File: src/rtl/motor_plant.sv
// Plant model of the motorized door driven by the motor controller.
// Integrates motor_up/motor_dn drive into a bounded position counter, decodes
// the travel limit switches from that position, and latches a fault on
// illegal drive (both directions at once, or pushing into a limit too long).
//
// Ports:
//   clk        clock, all state updates on the rising edge
//   rst        asynchronous active-high reset
//   motor_up   drive upward command
//   motor_dn   drive downward command
//   fault_clr  single-cycle request to leave FAULT (needs both commands low)
//   up_limit   high when position == TRAVEL
//   dn_limit   high when position == 0
//   position   current position, 0..TRAVEL
//   moving     high while rising or falling
//   fault      high while in FAULT
//   fault_code 0 none, 1 conflicting commands, 2 limit overrun
module motor_plant #(
  parameter int unsigned PW          = 8,
  parameter int unsigned TRAVEL      = 16,
  parameter int unsigned STEP_DIV    = 1,
  parameter int unsigned INIT_POS    = 0,
  parameter int unsigned OVERRUN_MAX = 4
) (
  input  logic          clk,
  input  logic          rst,
  input  logic          motor_up,
  input  logic          motor_dn,
  input  logic          fault_clr,
  output logic          up_limit,
  output logic          dn_limit,
  output logic [PW-1:0] position,
  output logic          moving,
  output logic          fault,
  output logic [1:0]    fault_code
);

  // Counters are sized to hold at most STEP_DIV-1 / OVERRUN_MAX-1; keep >= 1 bit.
  localparam int unsigned DW = (STEP_DIV > 1) ? $clog2(STEP_DIV) : 1;
  localparam int unsigned OW = (OVERRUN_MAX > 1) ? $clog2(OVERRUN_MAX) : 1;

  localparam logic [PW-1:0] PosTop  = PW'(TRAVEL);
  localparam logic [PW-1:0] PosInit = PW'(INIT_POS);
  localparam logic [DW-1:0] DivLast = DW'(STEP_DIV - 1);
  localparam logic [OW-1:0] OvrLast = OW'(OVERRUN_MAX - 1);

  localparam logic [1:0] CodeNone     = 2'd0;
  localparam logic [1:0] CodeConflict = 2'd1;
  localparam logic [1:0] CodeOverrun  = 2'd2;

  typedef enum logic [1:0] {StIdle, StRising, StFalling, StFault} state_e;

  state_e        state_q, state_d;
  logic [PW-1:0] pos_q, pos_d;
  logic [DW-1:0] div_q, div_d;
  logic [OW-1:0] ovr_q, ovr_d;
  logic [1:0]    code_q, code_d;

  logic          conflict;
  logic          at_top;
  logic          at_bot;
  logic          push_limit;
  logic [PW-1:0] pos_inc;
  logic [PW-1:0] pos_dec;

  assign conflict   = motor_up & motor_dn;
  assign at_top     = (pos_q == PosTop);
  assign at_bot     = (pos_q == '0);
  assign push_limit = (motor_up & at_top) | (motor_dn & at_bot);
  assign pos_inc    = pos_q + 1'b1;
  assign pos_dec    = pos_q - 1'b1;

  always_comb begin
    state_d = state_q;
    pos_d   = pos_q;
    div_d   = div_q;
    ovr_d   = ovr_q;
    code_d  = code_q;

    unique case (state_q)
      StIdle: begin
        if (conflict) begin
          state_d = StFault;
          code_d  = CodeConflict;
          ovr_d   = '0;
        end else if (push_limit) begin
          if (ovr_q == OvrLast) begin
            state_d = StFault;
            code_d  = CodeOverrun;
            ovr_d   = '0;
          end else begin
            ovr_d = ovr_q + 1'b1;
          end
        end else begin
          ovr_d = '0;
          if (motor_up && !at_top) begin
            state_d = StRising;
            div_d   = '0;
          end else if (motor_dn && !at_bot) begin
            state_d = StFalling;
            div_d   = '0;
          end
        end
      end

      StRising: begin
        if (conflict) begin
          // Position and prescaler freeze where they are.
          state_d = StFault;
          code_d  = CodeConflict;
        end else if (!motor_up) begin
          // Covers both release and reversal request; reversal starts next edge.
          state_d = StIdle;
          div_d   = '0;
        end else if (div_q == DivLast) begin
          div_d = '0;
          pos_d = pos_inc;
          if (pos_inc == PosTop) state_d = StIdle;
        end else begin
          div_d = div_q + 1'b1;
        end
      end

      StFalling: begin
        if (conflict) begin
          state_d = StFault;
          code_d  = CodeConflict;
        end else if (!motor_dn) begin
          state_d = StIdle;
          div_d   = '0;
        end else if (div_q == DivLast) begin
          div_d = '0;
          pos_d = pos_dec;
          if (pos_dec == '0) state_d = StIdle;
        end else begin
          div_d = div_q + 1'b1;
        end
      end

      StFault: begin
        if (fault_clr && !motor_up && !motor_dn) begin
          state_d = StIdle;
          code_d  = CodeNone;
          ovr_d   = '0;
        end
      end

      default: state_d = StIdle;
    endcase
  end

  always_ff @(posedge clk or posedge rst) begin
    if (rst) begin
      state_q <= StIdle;
      pos_q   <= PosInit;
      div_q   <= '0;
      ovr_q   <= '0;
      code_q  <= CodeNone;
    end else begin
      state_q <= state_d;
      pos_q   <= pos_d;
      div_q   <= div_d;
      ovr_q   <= ovr_d;
      code_q  <= code_d;
    end
  end

  // Limits decode straight from the position register, so they move only on
  // the edge where position changes.
  assign up_limit   = at_top;
  assign dn_limit   = at_bot;
  assign position   = pos_q;
  assign moving     = (state_q == StRising) || (state_q == StFalling);
  assign fault      = (state_q == StFault);
  assign fault_code = code_q;

endmodule

File: config.mk
export PLATFORM = sky130hd
export DESIGN_NAME = motor_plant
export DESIGN_NICKNAME = d
export VERILOG_FILES = /design/src/rtl/motor_plant.sv
export SDC_FILE = /design/constraint.sdc
export NUM_CORES = 1
export LEC_CHECK = 0
export CORE_UTILIZATION = 25
export CTS_CLUSTER_SIZE = 8
export DETAILED_ROUTE_END_ITERATION = 8
export GPL_TIMING_DRIVEN = 0
export PLACE_DENSITY = 0.45
export SLEW_MARGIN = 25
export SYNTH_ARGS = -nofsm -noshare
export SYNTH_HDL_FRONTEND = slang
export SYNTH_SLANG_ARGS = --single-unit
File: constraint.sdc
create_clock -name clk -period 1.74 [get_ports clk]
set_input_delay 0.261 -clock clk [delete_from_list [all_inputs] [get_ports clk]]
set_output_delay 0.261 -clock clk [all_outputs]
set_load 0.02 [all_outputs]
After elaboration in Yosys (flattened, before gate mapping):

Index checks and enable logic that the tools add are counted.

* input port bits: 5
* output and inout bits: 14
* flip-flop bits (word level): 15
* latch bits: 0
* logic and storage cells: 100
* bits in read-only memories: 0
* bits in writable memories: 0
* memories: 0

* div/mod/pow operators: 0
* bitwise gates (word level): 4
* reductions and logical operators: 21
* multiply operators: 0
* shift operators: 0
* add/sub/neg operators: 4
* equality and inequality tests: 25
* magnitude comparators: 0
* muxes and demuxes: 41

Operators with widths (number)
* $mux W8: 6
* $mux W2: 21
* $ne A4 B4 Y1 const B: 5
* $eq A8 B5 Y1 const B: 2
* $logic_not A8 Y1: 2
* $ne A2 B2 Y1 const B: 8
* $pmux W8 S2: 1
* $reduce_and A7 Y1: 2
* $mux W1: 9
* $ne A3 B3 Y1 const B: 3
* $add A8 B1 Y8 const B: 1
* $pmux W2 S4: 1
* $sub A8 B1 Y8 const B: 1
* $eq A2 B2 Y1 const B: 3
* $pmux W2 S3: 1
* $reduce_and A6 Y1: 1
* $ne A5 B5 Y1 const B: 1
* $logic_and A1 B1 Y1: 4
* $logic_not A1 Y1: 4
* $ne A2 B1 Y1 const B: 2
* $pmux W2 S2: 1
* $reduce_and A4 Y1: 1
* $reduce_bool A2 Y1: 2
* $and A1 B1 Y1: 3
* other kinds (10): 10

Depth between registers and ports, before layout:

Gate-level depths: netlist of run 1.

* word-level depth: 8
* depth in mapped cells: 8
* gate-level depth less buffers: 7

Least setup slack after synthesis of run 1:

OpenSTA, ideal clock, no wires.

* path kind: register to register
* start: register pos_q[0] (netlist: position[0])
* end: register state_q[0]
* library setup time: 0.127 ns
* data required time: 1.613 ns
* path slack: -0.254 ns
* period minus slack after synthesis: 1.994 ns
* path buffers: 1
* stages on the path, launching flop included: 9
* arrival: 1.867 ns
* cell sequence: dfrtp_1 > clkbuf_2 > inv_1 > ha_1 > nand3_2 > xor2_1 > a41oi_1 > or3_4 > mux2i_1

* longest elaborated chain between the ends: 7
* elaborated cells on any way between the ends: 22
* classes of those cells: add/sub: 2; eq/ne: 6; mux: 4; bitwise: 3; reduce/logical: 7

RTL lines
* start, declared: line 54 `logic [PW-1:0] pos_q, pos_d;`
* start signal, assigned: line 155 `pos_q <= PosInit;`
* start signal, assigned: line 161 `pos_q <= pos_d;`
* branches (longest 7 deep; another with $add A8 B1 Y8)
* end signal, assigned: line 154 `state_q <= StIdle;`
* end signal, assigned: line 160 `state_q <= state_d;`
* end, declared: line 53 `state_e state_q, state_d;`

Several ways; the timed one is not identified.
A chain may end at the register's enable or synchronous reset.

Worst setup path after layout of run 1:

* start: register pos_q[0] (netlist: position[0])
* end: output port up_limit

* longest elaborated chain between the ends: 1

RTL lines
* $eq A8 B5 Y1: line 67 `assign at_top = (pos_q == PosTop);`
* end, declared: line 30 `output logic up_limit,`

No other way between the ends.

==> results of run 1 <==
==> path summary, 6_finish.rpt <==
kind,endpoint,slack [ns],depth (start not counted)
max,up_limit,-0.10,8
min,position[4],0.37,2
max in group asynchronous,position[5],0.94,2
min in group clk,state_q[1],0.42,3
max reg2reg,state_q[0],-0.06,8
min reg2reg,fault_code[1],0.50,2
==> Yosys cell counts (2+ instances only) <==
| master | number |
|---|---|
| clkbuf_1 | 3 |
| nand2_1 | 6 |
| xnor2_1 | 3 |
| a32oi_1 | 3 |
| nor2_1 | 13 |
| nor3_1 | 3 |
| nor4b_1 | 2 |
| nand3_1 | 4 |
| buf_2 | 2 |
| ha_1 | 9 |
| mux2i_1 | 2 |
| dfrtp_1 | 14 |
| xor2_1 | 8 |
| a31oi_1 | 2 |
| inv_1 | 7 |
| a21o_1 | 2 |
| nand3b_1 | 2 |
| and4b_1 | 2 |
| a21oi_1 | 13 |
| buf_6 | 3 |
| o21bai_1 | 2 |
| o22a_1 | 2 |
| nor2b_1 | 2 |
==> metal layers <==
metal,GRT usage,routed length (µm)
met5,0,0
met4,0.0476,46
met3,0.0219,100
met2,0.206,1470
met1,0.165,1390
==> report_power, final <==
part / internal (mW) / switching, mW / leakage, nW / total [mW]
clock: 0.162 / 0.121 / 0.0228 / 0.283
sequential: 0.453 / 0.133 / 0.173 / 0.586
combinational: 1.01 / 1.05 / 0.524 / 2.06
==> flip-flops by register name (all words and copies together), names as in the netlist <==
name	cells
fault_code	2
ovr_q	2
position	8
state_q	2
==> final cells by class <==
| type | count | area (µm²) | area share |
|---|---|---|---|
| multi-input cells | 95 | 840 | 0.493 |
| repair buffers | 35 | 304 | 0.179 |
| well taps | 52 | 65.1 | 0.0382 |
| clock buffers | 4 | 45.0 | 0.0265 |
| plain buffers | 6 | 58.8 | 0.0346 |
| flip-flops and latches | 14 | 355 | 0.209 |
| inverters | 7 | 33.8 | 0.0199 |
==> metrics by stage <==
| stage | TNS, ns | setup slack [ns] | instance area [µm²] |
|---|---|---|---|
| detailed placement | -3.51 | -0.433 | 1370 |
| CTS | -0.448 | -0.122 | 1520 |
| global route | -0.719 | -0.157 | 1700 |
| finish | -0.359 | -0.104 | 1700 |
| global placement | -3.24 | -0.450 | 1370 |
| floorplan | -0.0936 | -0.0480 | 1150 |
==> logic make-up after synthesis <==
group | after synthesis | synth area share
muxes | 3 | 0.0279
and+or+nand+nor | 41 | 0.210
DFF | 14 | 0.312
xor gates and xnor gates | 11 | 0.0858
AOI/OAI and AO/OA | 31 | 0.187
buffers and inverters | 16 | 0.0769
adders and majority gates | 9 | 0.100
==> what timing repair did <==
action	4_1_cts	5_1_grt
hold buffers	0	0
setup endpoints to repair	15	12
gates resized for setup	30	27
buffers inserted	8	11
pin swaps	5	7
==> out/metrics.sh, run 1 <==
STATUS='finished, violations left'
FAILED_CHECKS='setup timing'
GRT.TOTAL_USAGE=0.126
CP_SLOWEST_CELL='dfrtp_2'
INITIAL_UTILIZATION=0.260
SYNTH_EDF_COUNT=0
DETAIL_ROUTE.WL_PER_CELL_UM=14.1
FLOORPLAN.ROWS=24
SYNTHESIS.NETS=139
YOSYS.AREA.TOP_TYPE='dfrtp_1'
LAYOUT.CELLS.MOST_COMMON='buf_4'
FINAL_WORST_PATH_PERIOD_NEED_NS=1.84
PLACEABLECOREAREA_UM2=4320
TIMING.CRITICAL_PATH.CELLS='buf_8, inv_8, ha_4, and4b_2, buf_6, nand2_4, inv_2, buf_6'
FIRST_PASS_ITERATION_COUNT_OF_THE_DETAILED_ROUTER=4
CELL_TOTAL_AFTER_PLACEMENT=193
MAX_FREQ_MHz=542
NET_COUNT_OF_THE_FINISHED_LAYOUT=176
SETUP.WORST_PATH.END_CLASS='output port'
GLOBAL_ROUTE.OVERFLOW_TOTAL=0
WORST-PATH-BUF-INV=5
CRIT_PATH_MAX_INCR_DELAY_NS=0.42
SYNTH_CELLS=125
TIMING.FINAL.CRIT_SHARE=1.06
LAYOUT.CELLS.MOST_COMMON_LIST='16 x buf_4, 12 x clkdlybuf4s50_1, 10 x nor2_1, 10 x a21oi_1, 10 x dfrtp_1'
CLOCK_TREE.BUFFER_DEPTH=2
SYNTH-MAIN-FF-CELL='dfrtp_1'
YS_TOP_CELLS_BY_AREA='dfrtp_1 31%, ha_1 10%, xor2_1 6.2%'
CRITICAL_PATH.MOST_COMMON_CELL='buf_6'
TIGHTESTPINTRANSITION_NS=0.588
DRT-INITIAL-DRC-COUNT=70
TRITONCTS='built'
SEQUENTIAL_CELL_AREA_FRACTION_IN_THE_YOSYS_REPORT=0.312
NUM_VIAS=1078
FINAL-HOLD-VIOLATION-COUNT=0
CTS_ROOT_BUF='clkbuf_8'
TYPE_OF_THE_SETUP_PATH_WITH_THE_LEAST_SLACK='reg -> out'
PLACE.GP.CONGESTION=0.873
LAYOUT-DRIVE-GT1-SHARE=0.422
POSTLAYOUTSETUPSLACKWORST_NS=-0.104
CAP_VIOL_MAX_COUNT=0
NUMBER_OF_ANTENNA_DIODES=0
STATIC-LEAKAGE-POWER_nW=0.719
CELLPOWERDENSITY_nW_PER_UM2=1720
IR_DROP_V=0.000681
CLOCK_SINKS=14
SYNTH.FF_LATCH_COUNT=14
SETUP_VIOL_COUNT_FINAL=5
BUFFER_PORTS.INSERTED=16
POST-ROUTE-DRC-COUNT=0
ANTENNA_VIOLATING_NETS_POST_ROUTE=0
FIRST_GLOBAL_VIAS=1022
CLOCK_SKEW_NS=0.00820
WORSTSETUPSTARTPOINT='position[0]'
YOSYS_WARNINGS=0
FIN_TOTAL_PWR_mW=2.93
MIN_PATH_TYPE='in -> async'
WORST_SETUP_PATH_START_KIND='flop'
WORSTPATHARRIVAL_NS=1.58
HOLDWS_NS=0.371
ANTENNA_VIOLATIONS_BEFORE_REPAIR=0
NUMBER_OF_BUFFERS_CREATED_BY_CTS=3
CLKSLEWWORSTSETUPHOLDPATHS_NS=0.06
TIMING.CRITICAL_PATH.FANOUT_MAX=4
AREAGROWTHSYNTHTOFINISH_PCT=51.6
GRT_FIRST_PASS_WIRELENGTH_UM=4890
UNREPAIRED_SETUP_ENDPOINTS_AFTER_GLOBAL_ROUTING='yes'
RELSLEWSLACK=0.608
VIA_PER_INST=5.06
NUMBER_OF_H_TREE_LEVELS=1
POST_SYNTHESIS_CELL_TYPE_COUNT=39
FP.DIEH_UM=69
FINAL_CORE_UTIL=0.394
N_FILL_CELL=439
LARGEST_NET_DEGREE_AT_THE_START_OF_GLOBAL_ROUTING=15
TOP_LEVEL_PORTS=19
POST_SYNTH_INSTANCE_AREA_UM2=1120
LAYOUT.CELLS.NON_FILLER=213
ASYNCSETRESETFLOPFRACSYNTH=1.00
SLEW_VIOL_FINAL=0
CRITPATHTOPFAMILY='buffers and inverters'
DIE_W_UM=69
SYNTH.AVG_CELL_AREA_UM2=8.98
DESIGN.DIE.AREA_UM2=4760
CLK_LATENCY_NS=0.25
SYNTH_TOP_CELL_AREA_SHARE=0.312
HPWL_UM=1970
WORSTPATHREQUIRED_NS=1.48
WIRELENGTH_UM=3010
CRITICAL_PATH.REG2REG.STARTPOINT='position[0]'
(Power assumes the default switching activity.)
==> run 2: changes to the inputs <==
- CORE_MARGIN: default -> 5
==> run 2 against run 1 <==
Net effect:
- the run still ends with setup timing left
- die area is 25% higher
- clock power is 17% higher
- sequential share of layout area is 1.2 points higher
- sequential cell count stayed put
- clock skew is 0.0065 ns lower
- via count is 3.0% lower
- clock-buffer cell count stayed put
- sequential power hardly changed
- fmax is 1.6% higher
- register-to-register slack hardly changed
- final area is 5.7% lower
- critical endpoint is now state_q[0]
- worst hold slack better by 0.0017 ns
==> out/metrics.sh, run 2 (synthesized netlist as in run 1, its figures left out) <==
WORST_SETUP_PATH_START_KIND='flop'
GRT.TOTAL_USAGE=0.104
GRT_FIRST_PASS_WIRELENGTH_UM=5060
FIRST_PASS_ITERATION_COUNT_OF_THE_DETAILED_ROUTER=4
DRT-INITIAL-DRC-COUNT=90
POWER_SWITCHING_mW=1.27
IR_DROP_V=0.000536
CLOCK_SKEW_NS=0.00166
WORSTPATHREQUIRED_NS=1.87
FINAL_CORE_UTIL=0.369
MET1_USAGE=0.128
VIA_PER_INST=5.08
LAYOUT-DRIVE-GT1-SHARE=0.364
POST-ROUTE-DRC-COUNT=0
STATUS='finished, violations left'
CLK_LATENCY_NS=0.25
SLEW_VIOL_FINAL=0
GRT.MET2_USAGE=0.171
POSTLAYOUTSETUPSLACKWORST_NS=-0.0748
TIMING.CRITICAL_PATH.CELLS='buf_8, buf_6, a21oi_2, a21oi_2, o21bai_1, o311ai_2, or3_4, mux2i_1'
INTERNAL_POWER_mW=1.56
CTS_HOLD_FIX_BUFS=0
FIN_TOTAL_PWR_mW=2.83
ANTENNA_VIOLATIONS_BEFORE_REPAIR=0
NET_COUNT_OF_THE_FINISHED_LAYOUT=169
PLACE.GP.CONGESTION=0.881
FAILED_CHECKS='setup timing'
TIMING.FINAL.CRIT_SHARE=1.04
FLOORPLAN.ROWS=24
TOP_LEVEL_PORTS=19
TIMING.CRITICAL_PATH.FANOUT_MAX=4
NUMBER_OF_H_TREE_LEVELS=1
CLOCK_SINKS=14
INITIAL_UTILIZATION=0.258
FP.DIEH_UM=77
SW_FRAC_OF_TOTAL=0.448
TYPE_OF_THE_SETUP_PATH_WITH_THE_LEAST_SLACK='reg -> reg'
CP_SLOWEST_CELL='dfrtp_2'
LARGEST_REGISTER_FFS=8
MAX_FREQ_MHz=551
CAP_VIOL_MAX_COUNT=0
MIN_PATH_TYPE='in -> async'
NUM_VIAS=1046
CLOCK_TREE.BUFFER_DEPTH=2
CRITICAL_PATH.MOST_COMMON_CELL='a21oi_2'
GRT.MET3_USAGE=0.0304
LARGEST_NET_DEGREE_AT_THE_START_OF_GLOBAL_ROUTING=15
WORST-PATH-BUF-INV=2
SETUP.WORST_PATH.END_CLASS='flop'
AREAGROWTHSYNTHTOFINISH_PCT=43.0
GRT_MOST_USED_LAYER='met2'
ANTENNA_VIOLATING_NETS_POST_ROUTE=0
CRIT_PATH_MAX_INCR_DELAY_NS=0.42
DIE_W_UM=77
DETAIL_ROUTE.WL_PER_CELL_UM=14.7
SEQ_POWER_SHARE=0.207
TRITONCTS='built'
LAYOUT.CELLS.MOST_COMMON='clkdlybuf4s50_1'
SETUP_VIOL_COUNT_FINAL=4
HOLDWS_NS=0.372
POWER.CLOCK.FRACTION=0.117
CTS_ROOT_BUF='clkbuf_8'
HPWL_UM=1970
UNREPAIRED_SETUP_ENDPOINTS_AFTER_GLOBAL_ROUTING='yes'
FIRST_GLOBAL_VIAS=1076
WIRELENGTH_UM=3020
PLACEABLECOREAREA_UM2=4350
WORSTPATHARRIVAL_NS=1.95
BUFFER_PORTS.INSERTED=16
NUMBER_OF_ANTENNA_DIODES=0
CRITPATHTOPFAMILY='compound AO/OA/AOI/OAI gates'
FINAL_WORST_PATH_PERIOD_NEED_NS=1.81
STATIC-LEAKAGE-POWER_nW=0.681
PWR-SHARE-COMB=0.676
CELLPOWERDENSITY_nW_PER_UM2=1760
GLOBAL_ROUTE.OVERFLOW_TOTAL=0
RELSLEWSLACK=0.604
DESIGN.DIE.AREA_UM2=5930
LAYOUT.CELLS.MOST_COMMON_LIST='12 x clkdlybuf4s50_1, 11 x nor2_1, 11 x dfrtp_1, 11 x buf_4, 10 x a21oi_1'
TIGHTESTPINTRANSITION_NS=0.593
FINAL-HOLD-VIOLATION-COUNT=0
NUMBER_OF_BUFFERS_CREATED_BY_CTS=3
CLKSLEWWORSTSETUPHOLDPATHS_NS=0.06
==> run 2: cell count changes in the layout (fill, tap and decap cells not counted), sizes merged <==
cell	before	now
buf	26	19
==> run 2: power by group through the flow <==
stage	combinational, mW	sequential (mW)	clock, mW
final	1.92	0.585	0.331
after detailed placement	1.56	0.589	0
after global placement	1.57	0.584	0
after global routing	2.09	0.605	0.351
after floorplan	0.997	0.678	0
after CTS	1.84	0.572	0.342
==> run 2: final timing paths <==
kind,cells past startpoint,startpoint,slack (ns),endpoint
min in group clk,3,motor_up,0.39,fault_code[0]
max in group asynchronous,2,rst,0.95,position[0]
worst min register to register,2,fault_code[1],0.49,fault_code[1]
worst min-delay path,2,rst,0.37,position[7]
worst max-delay path,8,position[0],-0.07,state_q[0]
worst max register to register,8,position[0],-0.07,state_q[0]
==> run 2: cell type report <==
cell class / count / area (µm²)
fill: 415 / 2750
multi-input combinational: 95 / 797
sequential: 14 / 354
timing repair buffer: 28 / 244
tap: 52 / 65.1
buffer: 6 / 58.8
clock buffer: 4 / 55.1
inverter: 7 / 31.3
==> run 2: per-stage QoR <==
step	area [µm²]	instances	worst slack [ns]	TNS, ns
2_1_floorplan	1150	125	-0.0480	-0.0936
3_3_place_gp	1370	193	-0.455	-3.20
3_5_place_dp	1370	193	-0.437	-3.12
4_1_cts	1560	204	-0.0854	-0.281
5_1_grt	1610	206	-0.148	-1.19
6_report	1610	206	-0.0748	-0.242
==> run 2: what timing repair did <==
item | 4_1_cts | 5_1_grt
resized for setup | 33 | 10
setup endpoints to repair | 15 | 13
buffers inserted | 10 | 2
pin swaps | 4 | 3
==> run 2: worst register-to-register path, stage by stage (launching register included) <==
cell	delay (ns)
dfrtp_2	0.42
buf_8	0.13
buf_6	0.11
a21oi_2	0.12
a21oi_2	0.06
o21bai_1	0.16
o311ai_2	0.13
or3_4	0.42
mux2i_1	0.13
==> run 2: metal layers <==
layer  vias to the layer above  routed length, µm
met5                         -                  0
met1                       496               1360
met3                        10                149
met2                        38               1440
li1                        502                  -
met4                         0                 75
